<file path="config.mk">
export PLATFORM = sky130hd
export DESIGN_NAME = pc_fetch_unit
export DESIGN_NICKNAME = d
export VERILOG_FILES = /design/src/rtl/pc_fetch_unit_pkg.sv /design/src/rtl/pc_incrementer.sv /design/src/rtl/pc_fetch_unit.sv
export SDC_FILE = /design/constraint.sdc
export NUM_CORES = 1
export LEC_CHECK = 0
export CORE_MARGIN = 2
export CORE_UTILIZATION = 53
export DETAILED_ROUTE_END_ITERATION = 12
export GPL_TIMING_DRIVEN = 0
export PLACE_DENSITY = 0.93
export SLEW_MARGIN = 15
export SYNTH_ARGS = -nofsm -noshare
export SYNTH_HDL_FRONTEND = slang
export SYNTH_HIERARCHICAL = 1
export SYNTH_SLANG_ARGS = --single-unit
</file>
<file path="constraint.sdc">
create_clock -name clk -period 3.25 [get_ports clk]
set_input_delay 0.325 -clock clk [delete_from_list [all_inputs] [get_ports clk]]
set_output_delay 0.325 -clock clk [all_outputs]
set_load 0.05 [all_outputs]
</file>
<file path="src/rtl/pc_fetch_unit_pkg.sv">
// Shared definitions for the instruction-fetch front end: default widths,
// reset PC and the fetch-state encoding.
package pc_fetch_unit_pkg;

  localparam int unsigned DefAddrW    = 16;
  localparam int unsigned DefInstrW   = 16;
  localparam logic [15:0] DefResetPc  = 16'h0000;

  typedef enum logic [1:0] {
    StIdle,
    StReq,
    StWait,
    StDiscard
  } fetch_state_e;

endpackage

</file>
<file path="src/rtl/pc_incrementer.sv">
// Modulo-2^Width increment by one with carry-out.
module pc_incrementer #(
  parameter int unsigned Width = 16
) (
  input  logic [Width-1:0] value_i,
  output logic [Width-1:0] sum_o,
  output logic             carry_o
);

  assign {carry_o, sum_o} = {1'b0, value_i} + {{Width{1'b0}}, 1'b1};

endmodule

</file>
<file path="src/rtl/pc_fetch_unit.sv">
// Instruction-fetch front end: PC register, single-outstanding imem request,
// redirect handling and a one-entry valid/ready buffer toward decode.
module pc_fetch_unit
  import pc_fetch_unit_pkg::*;
#(
  parameter int unsigned        ADDR_W   = DefAddrW,
  parameter int unsigned        INSTR_W  = DefInstrW,
  parameter logic [ADDR_W-1:0]  RESET_PC = ADDR_W'(DefResetPc)
) (
  input  logic               clk,
  input  logic               rst_n,
  output logic               imem_req,
  output logic [ADDR_W-1:0]  imem_addr,
  input  logic               imem_ack,
  input  logic [INSTR_W-1:0] imem_rdata,
  input  logic               redirect_valid,
  input  logic [ADDR_W-1:0]  redirect_pc,
  output logic               dec_valid,
  input  logic               dec_ready,
  output logic [INSTR_W-1:0] dec_instr,
  output logic [ADDR_W-1:0]  dec_pc,
  output logic [ADDR_W-1:0]  dec_pc_next,
  output logic               pc_wrap
);

  fetch_state_e       state_q, state_d;
  logic [ADDR_W-1:0]  pc_q, pc_d;
  logic [ADDR_W-1:0]  fetch_addr_q, fetch_addr_d;
  logic               dec_valid_q, dec_valid_d;
  logic [INSTR_W-1:0] dec_instr_q, dec_instr_d;
  logic [ADDR_W-1:0]  dec_pc_q, dec_pc_d;
  logic [ADDR_W-1:0]  dec_pc_next_q, dec_pc_next_d;
  logic               pc_wrap_q, pc_wrap_d;

  logic [ADDR_W-1:0]  pc_inc;
  logic               pc_carry;
  logic [ADDR_W-1:0]  fill_pc, fill_pc_inc;
  logic               unused_fill_carry;
  logic               buffer_free;
  logic               fill;

  pc_incrementer #(
    .Width (ADDR_W)
  ) u_pc_inc (
    .value_i (pc_q),
    .sum_o   (pc_inc),
    .carry_o (pc_carry)
  );

  pc_incrementer #(
    .Width (ADDR_W)
  ) u_link_inc (
    .value_i (fill_pc),
    .sum_o   (fill_pc_inc),
    .carry_o (unused_fill_carry)
  );

  assign buffer_free = !dec_valid_q || dec_ready;
  assign imem_req    = ((state_q == StReq) && buffer_free) || (state_q == StWait) ||
                       (state_q == StDiscard);
  assign imem_addr   = (state_q == StReq) ? pc_q : fetch_addr_q;
  assign fill_pc     = imem_addr;

  always_comb begin
    state_d       = state_q;
    pc_d          = pc_q;
    fetch_addr_d  = fetch_addr_q;
    dec_valid_d   = dec_valid_q && !dec_ready;
    dec_instr_d   = dec_instr_q;
    dec_pc_d      = dec_pc_q;
    dec_pc_next_d = dec_pc_next_q;
    pc_wrap_d     = 1'b0;
    fill          = 1'b0;

    unique case (state_q)
      StIdle: state_d = StReq;
      StReq: begin
        if (imem_req) begin
          if (imem_ack) begin
            fill = 1'b1;
          end else begin
            fetch_addr_d = pc_q;
            state_d      = StWait;
          end
        end
      end
      StWait: begin
        if (imem_ack) begin
          fill    = 1'b1;
          state_d = StReq;
        end
      end
      StDiscard: begin
        if (imem_ack) state_d = StReq;
      end
      default: state_d = StIdle;
    endcase

    // Redirect wins over fill: data returning this cycle belongs to the old path.
    if (redirect_valid && (state_q != StIdle)) begin
      fill        = 1'b0;
      pc_d        = redirect_pc;
      dec_valid_d = 1'b0;
      if (imem_req && !imem_ack) begin
        fetch_addr_d = imem_addr;
        state_d      = StDiscard;
      end else begin
        state_d = StReq;
      end
    end

    if (fill) begin
      dec_valid_d   = 1'b1;
      dec_instr_d   = imem_rdata;
      dec_pc_d      = fill_pc;
      dec_pc_next_d = fill_pc_inc;
      pc_d          = pc_inc;
      pc_wrap_d     = pc_carry;
    end
  end

  always_ff @(posedge clk) begin
    if (!rst_n) begin
      state_q       <= StIdle;
      pc_q          <= RESET_PC;
      fetch_addr_q  <= RESET_PC;
      dec_valid_q   <= 1'b0;
      dec_instr_q   <= '0;
      dec_pc_q      <= '0;
      dec_pc_next_q <= '0;
      pc_wrap_q     <= 1'b0;
    end else begin
      state_q       <= state_d;
      pc_q          <= pc_d;
      fetch_addr_q  <= fetch_addr_d;
      dec_valid_q   <= dec_valid_d;
      dec_instr_q   <= dec_instr_d;
      dec_pc_q      <= dec_pc_d;
      dec_pc_next_q <= dec_pc_next_d;
      pc_wrap_q     <= pc_wrap_d;
    end
  end

  assign dec_valid   = dec_valid_q;
  assign dec_instr   = dec_instr_q;
  assign dec_pc      = dec_pc_q;
  assign dec_pc_next = dec_pc_next_q;
  assign pc_wrap     = pc_wrap_q;

endmodule

</file>
==> metrics.md <==
| Metric | Value |
|---|---|
| Status | `finished clean` |
| Worst slack, placed | `0.644 ns` |
| Worst hold start | `dec_pc_next[13]$_SDFFE_PN0P_` |
| Post-Place Cell Area | `5290 sq um` |
| Pint | `1620 uW` |
| Layout cells sized above 1 | `11.0%` |
| Nets | `647` |
| Tmin final | `3.01 ns` |
| Crit path launch type | `register` |
| CTS root buffer | `clkbuf_8` |
| Finish-stage setup viols | `0` |
| Die Ht | `92.4 um` |
| CTS Buf Count | `9` |
| Peak supply drop | `between 0.0002 and 0.0003 V` |
| CP cell instances | `inv_1 > ha_1 > buf_4 > buf_2 > mux2_2 > clkdlybuf4s50_1` |
| Largest net degree at the start of global routing | `16` |
| PortBufs | `102` |
| Buf+Inv Stages, Crit Path | `4` |
| FMAX | `0.333 GHz` |
| Antenna violations before repair | `0` |
| Htree depth | `3` |
| CTS tree | `done` |
| Post-CTS resize count | `0` |
| Register Area | `1680 sq um` |
| Antenna cell count | `0` |
| Fillers | `556` |
| Max incr delay on CP | `0.74 ns` |
| Sink Count | `84` |
| Worst-path clk slew | `0.10 ns` |
| Slowest cell on the critical path | `clkdlybuf4s50_1` |
| CP startpoint | `state_q[1]$_SDFFE_PN0P_` |
| Synthesized cell area | `about 4100 sq um` |
| Critical Path RT | `2.92 ns` |
| Worst slew pin tran | `0.531 ns` |
| Net Sw Frac | `34.8%` |
| Switching power | `~860 uW` |
| WL final | `roughly 12000 um` |
| Multi-input logic area | `2230 sq um` |
| Placer Congestion | `roughly 0.89` |
| Worst Setup End Kind | `output port` |
| Syn Inst Count | `491` |
| Initial Util | `54.1%` |
| Clk pwr share | `28.8%` |
| RSZ-0062 raised after global routing | `false` |
| Initial DRC Count | `316` |
| First-pass GRT wire length | `18800 um` |
| DRC | `0` |
| Seq pwr share | `46.3%` |
| Via Count | `4080` |
| Skew-Pair Late Insertion Delay | `0.37 ns` |
| Fin. Hold Viols | `0` |
| Hold Buf Count CTS | `0` |
| Leak | `0.00222 uW` |
| Wire per inst | `roughly 16 um` |
| Final Cycle Share | `92.5%` |
| Area Growth Syn to Fin | `32.3%` |
| Max cap viols | `0` |
| Crit path max fanout | `10` |
| Area of the core | `7650 sq um` |
| Die Span X | `92.4 um` |
| Worst R2R Start | `state_q[1]$_SDFFE_PN0P_` |
| Final Skew | `0.0134 ns` |
| Final WS setup | `0.243 ns` |
| Crit Path Category | `reg2out` |
| TNS Setup | `0 ns` |
| Global route total overflow | `0` |
| DP HPWL | `8390 um` |
| Vias in the first global route | `3929` |
| Mean post-synth cell area | `~8.4 sq um` |
| Final Max Slew Viols | `0` |
| Slew headroom | `64.5%` |
| Arr. time, crit path | `2.68 ns` |
| Post-CTS setup buffers | `0` |
| Hold/Removal Path Class | `reg2reg` |
| 1st-pass router iterations | `5` |
| Die ar. | `8530 sq um` |
| Post-layout power | `2480 uW` |
| Fin util | `a little over 70%` |
| Top delay family on crit path | `buffers and inverters` |
| Max clock buf depth | `2` |
| GRT Resource Usage Total | `27.4%` |
| Comb power frac | `24.9%` |
| IO Count | `~100` |
| YS warnings | `6` |
| Pwr per Cell Area | `453 nW/um^2` |
| Post-route cell area | `around 5500 sq um` |
| Via density per instance | `5.74` |
| Antenna-violating nets left | `0` |
| Syn_nets | `534` |
| FP Rows | `32` |
## flip-flops by register name, summed over array words and instances (netlist names)
register      count
dec_instr        16
dec_pc           16
dec_pc_next      16
dec_valid         1
fetch_addr_q     16
pc_q             16
pc_wrap           1
state_q           2
## power groups by stage
stage	clock network, uW	registers, uW	logic (uW)
after floorplan	0	1210	364
after global placement	0	1170	591
after detailed placement	0	1170	608
after CTS	707	1150	614
after global routing	756	1160	656
final	715	1150	617
## final timing paths
path	to	slack, ns	cells after the start
hold / removal	dec_pc_next[13]$_SDFFE_PN0P_	0.45	2
setup reg to reg	dec_pc_next[10]$_SDFFE_PN0P_	0.68	11
setup / recovery	imem_addr[2]	0.24	6
hold reg to reg	dec_pc_next[13]$_SDFFE_PN0P_	0.45	2
## tightest hold or removal path: cells and delay by family (launching register included)
family        cells  cell delay, ns
flops             1            0.32
simple gates      2            0.10
## metrics by stage
stage,std cells,hold slack (ns)
after floorplan,491,0.455
after global placement,695,0.438
after detailed placement,695,0.442
after CTS,711,0.452
after global routing,711,0.475
final,711,0.453
## cell usage in the layout, fill, tap and decap left out, types with 3 or more instances in the layout
master	n
a21oi_1	3
a31oi_1	17
buf_2	6
buf_4	4
buf_6	5
clkbuf_1	21
clkbuf_8	10
clkdlybuf4s50_1	102
clkinvlp_4	3
dfxtp_1	84
ha_1	6
inv_1	9
mux2_2	16
mux2i_1	16
nand2_1	89
nand3_1	105
nand4_2	6
nor2_1	11
nor2b_1	18
nor3_1	7
nor3_2	3
nor4_2	6
o21ai_0	16
xnor2_1	8
xor2_1	20
## area by class of cell
type | instances | area share, %
Buffer | 36 | 3.57
Tap cell | 102 | 2.33
Clock inverter | 6 | 0.892
Timing Repair Buffer | 102 | 18.7
Clock buffer | 10 | 2.51
Inverter | 9 | 0.617
Sequential cell | 84 | 30.7
Multi-Input combinational cell | 362 | 40.7
## routing by layer
metal	global-route usage, %	vias to the layer above	part of all wire [%]
met5	0	-	0
met1	34.4	1946	42
li1	-	1923	-
met3	5.29	32	6.5
met4	11.8	0	2.9
met2	45.8	179	49
(Power assumes the default switching activity.)
